**config.mk**
```make
export PLATFORM = sky130hd
export DESIGN_NAME = dcache_wb_buffer
export DESIGN_NICKNAME = d
export VERILOG_FILES = /design/src/rtl/dcache_wb_buffer.sv
export SDC_FILE = /design/constraint.sdc
export NUM_CORES = 2
export LEC_CHECK = 0
export ABC_AREA = 1
export CAP_MARGIN = 20
export CORE_AREA = 2 2 426 428
export CTS_CLUSTER_SIZE = 40
export DETAILED_ROUTE_END_ITERATION = 8
export DIE_AREA = 0 0 428 430
export PLACE_DENSITY = 0.72
export SLEW_MARGIN = 20
export SYNTH_ARGS = -nofsm -noshare
export SYNTH_HDL_FRONTEND = slang
export SYNTH_SLANG_ARGS = --single-unit
```
**constraint.sdc**
```tcl
create_clock -name clk_i -period 71.6 [get_ports clk_i]
set_input_delay 14.32 -clock clk_i [delete_from_list [all_inputs] [get_ports clk_i]]
set_output_delay 14.32 -clock clk_i [all_outputs]
set_load 0.02 [all_outputs]
```
**src/rtl/dcache_wb_buffer.sv**
```systemverilog
// Write-back buffer between the L1 dcache controller and Data_Memory: absorbs dirty
// evictions in one cycle and drains them in the background. Optional macro: WBUF_FORWARD_EN.
module dcache_wb_buffer #(
    parameter int unsigned DEPTH  = 4,
    parameter int unsigned ADDR_W = 32,
    parameter int unsigned LINE_W = 256
) (
    input  logic                    clk_i,
    input  logic                    rst_i,
    input  logic                    cache_enable_i,
    input  logic                    cache_write_i,
    input  logic [ADDR_W-1:0]       cache_addr_i,
    input  logic [LINE_W-1:0]       cache_data_i,
    output logic                    cache_ack_o,
    output logic [LINE_W-1:0]       cache_data_o,
    output logic                    mem_enable_o,
    output logic                    mem_write_o,
    output logic [ADDR_W-1:0]       mem_addr_o,
    output logic [LINE_W-1:0]       mem_data_o,
    input  logic                    mem_ack_i,
    input  logic [LINE_W-1:0]       mem_data_i,
    output logic [$clog2(DEPTH):0]  wbuf_count_o,
    output logic                    wbuf_empty_o
);
    localparam int unsigned PTR_W = $clog2(DEPTH);
    localparam int unsigned CNT_W = PTR_W + 1;
    localparam int unsigned TAG_W = ADDR_W - 5;

    typedef enum logic [1:0] {S_IDLE, S_DRAIN, S_READ, S_GAP} state_t;

    state_t             r_state;
    state_t             w_state_nxt;

    logic [TAG_W-1:0]   r_tag  [DEPTH];
    logic [LINE_W-1:0]  r_data [DEPTH];
    logic [DEPTH-1:0]   r_vld;
    logic [PTR_W-1:0]   r_head;
    logic [PTR_W-1:0]   r_tail;
    logic [CNT_W-1:0]   r_count;

    logic               r_ack;
    logic [LINE_W-1:0]  r_cache_data;
    logic               r_pend;
    logic               r_pend_write;
    logic [TAG_W-1:0]   r_pend_tag;
    logic [LINE_W-1:0]  r_pend_data;

    logic               w_req_valid;
    logic               w_req_write;
    logic [TAG_W-1:0]   w_req_tag;
    logic [LINE_W-1:0]  w_req_data;
    logic               w_lock;
    logic               w_pop;
    logic               w_full;
    logic               w_any_hit;
    logic               w_co_hit;
    logic [PTR_W-1:0]   w_co_idx;
    logic               w_do_coal;
    logic               w_do_push;
    logic               w_do_fwd;
    logic               w_rd_go;
    logic               w_rd_done;
    logic               w_done;
    logic               w_unused;

    // A held request replays from the pending registers; new ones are ignored meanwhile.
    assign w_req_valid = r_pend | (cache_enable_i & ~r_ack);
    assign w_req_write = r_pend ? r_pend_write : cache_write_i;
    assign w_req_tag   = r_pend ? r_pend_tag   : cache_addr_i[ADDR_W-1:5];
    assign w_req_data  = r_pend ? r_pend_data  : cache_data_i;
    assign w_unused    = ^cache_addr_i[4:0];

    assign w_lock    = (r_state == S_DRAIN);
    assign w_pop     = w_lock & mem_ack_i;
    assign w_full    = (r_count == CNT_W'(DEPTH)) & ~w_pop;
    assign w_rd_done = (r_state == S_READ) & mem_ack_i;

    // The head under drain never takes a coalesce, so at most one unlocked entry matches.
    always_comb begin
        w_any_hit = 1'b0;
        w_co_hit  = 1'b0;
        w_co_idx  = '0;
        for (int unsigned i = 0; i < DEPTH; i++) begin
            if (r_vld[i] && (r_tag[i] == w_req_tag)) begin
                w_any_hit = 1'b1;
                if (!(w_lock && (PTR_W'(i) == r_head))) begin
                    w_co_hit = 1'b1;
                    w_co_idx = PTR_W'(i);
                end
            end
        end
    end

    assign w_do_coal = w_req_valid & w_req_write & w_co_hit;
    assign w_do_push = w_req_valid & w_req_write & ~w_co_hit & ~w_full;
    assign w_rd_go   = ~w_any_hit;

`ifdef WBUF_FORWARD_EN
    logic [LINE_W-1:0] w_fwd_data;
    // Newest copy wins: an unlocked duplicate is younger than the locked head.
    assign w_fwd_data = w_co_hit ? r_data[w_co_idx] : r_data[r_head];
    assign w_do_fwd   = w_req_valid & ~w_req_write & w_any_hit;
`else
    assign w_do_fwd   = 1'b0;
`endif

    assign w_done = w_do_coal | w_do_push | w_do_fwd | w_rd_done;

    always_comb begin
        w_state_nxt  = r_state;
        mem_enable_o = 1'b0;
        mem_write_o  = 1'b0;
        mem_addr_o   = '0;
        mem_data_o   = '0;
        unique case (r_state)
            S_IDLE: begin
                if (r_pend && !r_pend_write && w_rd_go) begin
                    w_state_nxt = S_READ;
                end else if (r_count != '0) begin
                    w_state_nxt = S_DRAIN;
                end
            end
            S_DRAIN: begin
                mem_enable_o = 1'b1;
                mem_write_o  = 1'b1;
                mem_addr_o   = {r_tag[r_head], 5'b0};
                mem_data_o   = r_data[r_head];
                if (mem_ack_i) begin
                    w_state_nxt = S_GAP;
                end
            end
            S_READ: begin
                mem_enable_o = 1'b1;
                mem_addr_o   = {r_pend_tag, 5'b0};
                if (mem_ack_i) begin
                    w_state_nxt = S_GAP;
                end
            end
            S_GAP: begin
                w_state_nxt = S_IDLE;
            end
            default: begin
                w_state_nxt = S_IDLE;
            end
        endcase
    end

    always_ff @(posedge clk_i) begin
        if (!rst_i) begin
            r_state      <= S_IDLE;
            r_vld        <= '0;
            r_head       <= '0;
            r_tail       <= '0;
            r_count      <= '0;
            r_ack        <= 1'b0;
            r_cache_data <= '0;
            r_pend       <= 1'b0;
            r_pend_write <= 1'b0;
            r_pend_tag   <= '0;
        end else begin
            r_state <= w_state_nxt;
            r_ack   <= w_done;
            // Pop before push: when full, a push reuses the slot freed in the same cycle.
            if (w_pop) begin
                r_vld[r_head] <= 1'b0;
                r_head        <= r_head + PTR_W'(1);
            end
            if (w_do_push) begin
                r_vld[r_tail] <= 1'b1;
                r_tail        <= r_tail + PTR_W'(1);
            end
            r_count <= r_count + CNT_W'(w_do_push) - CNT_W'(w_pop);
            if (w_rd_done) begin
                r_cache_data <= mem_data_i;
            end
`ifdef WBUF_FORWARD_EN
            else if (w_do_fwd) begin
                r_cache_data <= w_fwd_data;
            end
`endif
            if (w_done) begin
                r_pend <= 1'b0;
            end else if (w_req_valid && !r_pend) begin
                r_pend       <= 1'b1;
                r_pend_write <= cache_write_i;
                r_pend_tag   <= cache_addr_i[ADDR_W-1:5];
            end
        end
    end

    always_ff @(posedge clk_i) begin
        if (w_do_push) begin
            r_tag[r_tail]  <= w_req_tag;
            r_data[r_tail] <= w_req_data;
        end
        if (w_do_coal) begin
            r_data[w_co_idx] <= w_req_data;
        end
        if (w_req_valid && !r_pend) begin
            r_pend_data <= cache_data_i;
        end
    end

    assign cache_ack_o  = r_ack;
    assign cache_data_o = r_cache_data;
    assign wbuf_count_o = r_count;
    assign wbuf_empty_o = (r_count == '0) && (r_state != S_DRAIN);

endmodule

```
After elaboration in Yosys (flattened, before gate mapping)
Memory sizes are Yosys's and may differ from the RTL's. A register that Yosys moved wholly into a read port is not among the register bits.
Index checks and enable logic that the tools add are counted.
Word-level totals
  bits in registers: 555
  input port bits: 549
  memory bits (writable): 1132
  memory bits (read-only): 0
  memories kept: 2
  latch bits: 0
  logic and storage cells: 128
Memory list
  r_data: depth 4, width 256, rd ports 1, clocked after Yosys merged registers in 1, wr ports 1, RTL line 35  | logic [LINE_W-1:0] r_data [DEPTH];
  r_tag: depth 4, width 27, rd ports 5, clocked after Yosys merged registers in 1, wr ports 1, RTL line 34  | logic [TAG_W-1:0] r_tag [DEPTH];
Cells by class
  mux-type cells: 47
  equality and inequality tests: 14
  $lt $le $gt $ge: 4
  bitwise logic cells: 21
  divide/modulo/power cells: 0
  add/subtract/negate cells: 4
  reduce and logical (&&, ||, !) cells: 25
  multipliers: 0
  shift operators: 0
Operator list (count)
  $mux 256: 3
  $reduce_or 256->1: 1
  $eq 27x27->1: 4
  $pmux 32 s2: 1
  $mux 27: 1
  $mux 1: 24
  $mux 2: 12
  $logic_and 1x1->1: 14
  $mux 4: 3
  $and 1x1->1: 8
  $not 1->1: 7
  $lt 2x3->1 const B: 2
  $pmux 2 s3: 1
  $add 2x1->2 const B: 2
  $and 4x4->4: 1
  $demux 1 s2: 2
  $eq 2x2->1 const A: 2
  $eq 2x2->1 const B: 2
  $ge 2x1->1 const B: 2
  $logic_not 2->1: 2
  $ne 2x1->1 const B: 2
  $not 4->4: 1
  $or 4x4->4: 1
  $reduce_and 2->1: 2
  other kinds (11): 15

Longest topological paths before layout
  depth after elaboration: 17
  gate-level depth with buffers: 24
  gate-level depth less buffers: 22

Least setup slack after synthesis
Ideal clock, no wire load.
  path type: input to register
  start: input cache_enable_i
  end: memory r_data[0][0] (enable)
  setup time: 0.883 ns
  cell stages on the path: 8
  setup slack: 25.748 ns
  required time: 70.717 ns
  data arrival time: 44.969 ns
  buffers on the path: 0
  path through: nor3b_1 > nand2_1 > nand2_1 > o21ai_2 > nand3b_1 > nand2_1 > inv_1 > nor2_1
On the way
  word-level cells in the longest chain between the ends: 8
  elaborated cells between the ends (all ways): 13
  classes of those cells: mux (6); bitwise (6); reduce/logical (1)
RTL lines
  from (decl): RTL line 10  | input logic cache_enable_i,
  $and 1x1->1 *: RTL line 67  | assign w_req_valid = r_pend | (cache_enable_i & ~r_ack);
  $or 1x1->1 *: RTL line 67
  $and 1x1->1 *: RTL line 94, 95
  $and 1x1->1 (on tied branches): RTL line 94, 95
  $mux 1 / $and 1x1->1 (equally long branches): RTL line 196, 95
  $mux 1 (on tied branches): RTL line 197, 192
  $reduce_or 256->1 (no source line) / $mux 1 (equally long branches)
  $mux 2 (no source line) / $mux 1 (equally long branches)
  to (decl): RTL line 35
Every way passes the cells marked *; elsewhere a longest branch is shown, timed or not.

Worst setup path in the final report
  start: input cache_addr_i[20]
  end: memory r_data[0][84] (enable)
On the way
  word-level cells in the longest chain between the ends: 16
  elaborated cells between the ends (all ways): 32
  classes of those cells: eq/ne (4); mux (19); bitwise (4); reduce/logical (5)
RTL lines
  from (decl): RTL line 12  | input logic [ADDR_W-1:0] cache_addr_i,
  $mux 27 *: RTL line 69  | assign w_req_tag = r_pend ? r_pend_tag : cache_addr_i[ADDR_W-1:5];
  net w_req_tag[15]: RTL line 50  | logic [TAG_W-1:0] w_req_tag;
  branches (longest 15 deep; another with $eq 27x27->1)
Mark *: on every way through the listed nets, which the timed path passes.

==> impl_metrics.tcl <==
set metrics [dict create \
    synthTopCellsByCount "1,684 x nor2_1, 1,388 x edfxtp_1, 1,268 x nand2_1, 850 x o21ai_0, 347 x a21oi_1" \
    p_sw_share_pct 33.1 \
    start_util_pct 38.1 \
    routed_wl_um 232000 \
    globalplace.congestion 0.968 \
    cts_buffer_depth 3 \
    p_clk_share_pct 31.3 \
    seq_area_mm2 0.0477 \
    utilization_pct 48.6 \
    cts-root-buf "clkbuf_16" \
    synth_edf_count 1388 \
    grt_pass1_vias 49900 \
    yosys_register_bits 1689 \
    slew_headroom_pct 18.1 \
    slew_violations 0 \
    critPathKind "input pin to register" \
    grt-ovfl-total 0 \
    power.leakage_uw 0.0317 \
    worst_pin_slew_ps 1220 \
    p_sw_uw 982 \
    drc_errors 0 \
    die_area_mm2 0.184 \
    period_share_pct 27.9 \
    cts_tree "yes" \
    crit_chain "clkdlybuf4s50_1, nand2_1, nand2_1, nand2_1, nand2_1, nor2_1, nand3_1, nor2_1, nand3_1, nand2_2, o21ai_2, nand3b_1, nand2_1, inv_1, nor2_4, buf_4, buf_12, buf_4, buf_4" \
    syn_avg_cell_area_um2 10.3 \
    max_freq_mhz 50.1 \
    fin_skew_ps 58.6 \
    htreeDepth 4 \
    synth_area_leaders "edfxtp_1 61%, nor2_1 9.2%, dfxtp_1 8.8%" \
    cp_slowest_cell "buf_4" \
    wire_per_inst_um 22.9 \
    maxCapViolCount 0 \
    yosys_warnings 0 \
    setup_viol 0 \
    viasPerCell 5.14 \
    finalCriticalPeriod_ps 19950 \
    start_kind "input pin" \
    crit_required_ps 72020 \
    critical_path.top_delay_family "buffers and inverters" \
    ys.flop_type "edfxtp_1" \
    yosysUniqueCellTypes 36 \
    vias 52100 \
    cts_buffers 181 \
    post-cts-setup-buffers 0 \
    final_layout_size_suffix_gt1_share_pct 5.08 \
    dp_hpwl_um 151000 \
    clk_latency_ps 850 \
    clk_pin_slew_ps 50 \
    ant_nets 0 \
    clock_sinks 1689 \
    fp.dieH_um 430 \
    seq_area_frac_synth_pct 69.7 \
    comb_power_share_pct 26.7 \
    synth.most_common_cell "nor2_1" \
    fin_ws_ps 51650 \
    drtIter0Drc 4969 \
    ir_drop_mv 0.0280 \
    layout.nets 8145 \
    cpMostUsedCell "nand2_1" \
    power_density_mw_per_mm2 34.0 \
    crit_fanout 111 \
    syn_area_mm2 0.0684 \
    finalHoldViolations 0 \
    cp.buffers_inverters 6 \
    internal-power_uw 1990 \
    first_pass_iters 8 \
    place_ws_ps 50930 \
    hp-class "register to register" \
    synth_area_leader_cell "edfxtp_1" \
    finalSetupTns_ps 0 \
    netlist.area_leader.share_pct 60.9 \
    place_area_mm2 0.0814 \
    postCtsHoldBufs 0 \
    antenna_found_initial 55 \
    total_power_uw 2970 \
    rsz0062_at_grt "false" \
    async_flop_share_pct 0 \
    cpPeakStageDelay_ps 840 \
    seqPwrFrac_pct 42.0 \
    status "finished, final reports clean" \
    portBuffers 1089 \
    end_kind "register" \
    grtUsageTotal_pct 24.2 \
    arrival_ps 20370 \
    area_growth_syn_to_layout_pct 27.7 \
    grt_pass1_wl_um 331000 \
    design_area_mm2 0.0874 \
    rows 156 \
    ios 1100 \
    grt_max_degree 228 \
    multiInputGateArea_mm2 0.0186 \
    num-fill-cells 15900 \
    cts_resized 0 \
    die_x_um 428 \
    core-area_mm2 0.180 \
    syn_inst 6631 \
]
power groups by stage:
stage | Sequential [uW] | Clock, uW | Combinational, uW
after floorplan | 1310 | 0 | 404
after global placement | 1260 | 0 | 778
after detailed placement | 1270 | 0 | 791
after CTS | 1250 | 945 | 796
after global routing | 1250 | 982 | 854
final | 1250 | 929 | 794
kinds of logic after synthesis:
group	synth area share [%]
adders and majority gates	0.249
xor gates and xnor gates	0.0768
other	0.00548
and+or+nand+nor	17.9
AOI/OAI and AO/OA	8.80
buffers and inverters	3.25
DFF	69.7
tightest hold or removal path, cell delays in order, from the launching register on:
cell and delay (ps):
dfxtp_1 320, nor2_1 50, nor2_1 80
per-stage QoR:
| stage | hold WS, ps | instances |
|---|---|---|
| 6_report | 477 | 10100 |
| 3_3_place_gp | 463 | 9770 |
| 4_1_cts | 482 | 10100 |
| 5_1_grt | 496 | 10100 |
| 3_5_place_dp | 471 | 9770 |
| 2_1_floorplan | 443 | 6635 |
worst paths after layout:
check,from,cells after the start,slack (ps),end
max,cache_addr_i[20],19,51650,r_data[0][84]
min,cache_data_o[255],2,480,cache_data_o[255]
max reg2reg,r_pend,19,63760,r_data[0][84]
min reg2reg,cache_data_o[255],2,480,cache_data_o[255]
layer usage:
| layer | routed length [um] | up-vias | global-route usage, % |
|---|---|---|---|
| met3 | 19100 | 441 | 5.91 |
| met1 | 85600 | 25000 | 28.3 |
| met5 | 220 | - | 0 |
| met2 | 113000 | 2299 | 40.3 |
| li1 | - | 24400 | - |
| met4 | 14400 | 32 | 14.8 |
sequential cells by signal (all words and copies together) (netlist names), named ones only:
signal	flops
r_pend	1
r_head	2
cache_ack_o	1
r_pend_write	1
r_tail	2
r_data	1024
r_pend_tag	27
r_pend_data	256
cache_data_o	256
r_state	2
r_tag	108
wbuf_count_o	3
r_vld	4
layout make-up:
class,instances,area share [%]
flip-flops and latches,1689,54.6
multi-input cells,4376,21.2
repair buffers,1154,13.1
clock buffers,226,5.53
well taps,2370,3.39
clock inverters,110,1.23
inverters,181,0.826
diodes,28,0.0802
layout by cell type, fill, tap and decap left out, types with 28 or more instances in the layout:
cell / Yosys / layout
a21oi_1: 347 / 347
buf_4: 9 / 60
clkbuf_1: 344 / 33
clkbuf_16: 0 / 183
clkdlybuf4s50_1: 0 / 1088
clkinv_1: 2 / 37
clkinv_2: 0 / 32
dfxtp_1: 301 / 298
diode_2: 0 / 28
edfxtp_1: 1388 / 1388
inv_1: 173 / 166
nand2_1: 1268 / 1267
nand2_2: 29 / 29
nand3_1: 103 / 103
nand4_1: 39 / 39
nor2_1: 1684 / 1680
o21ai_0: 850 / 827
Note: power is estimated with default switching activity, not from simulation.
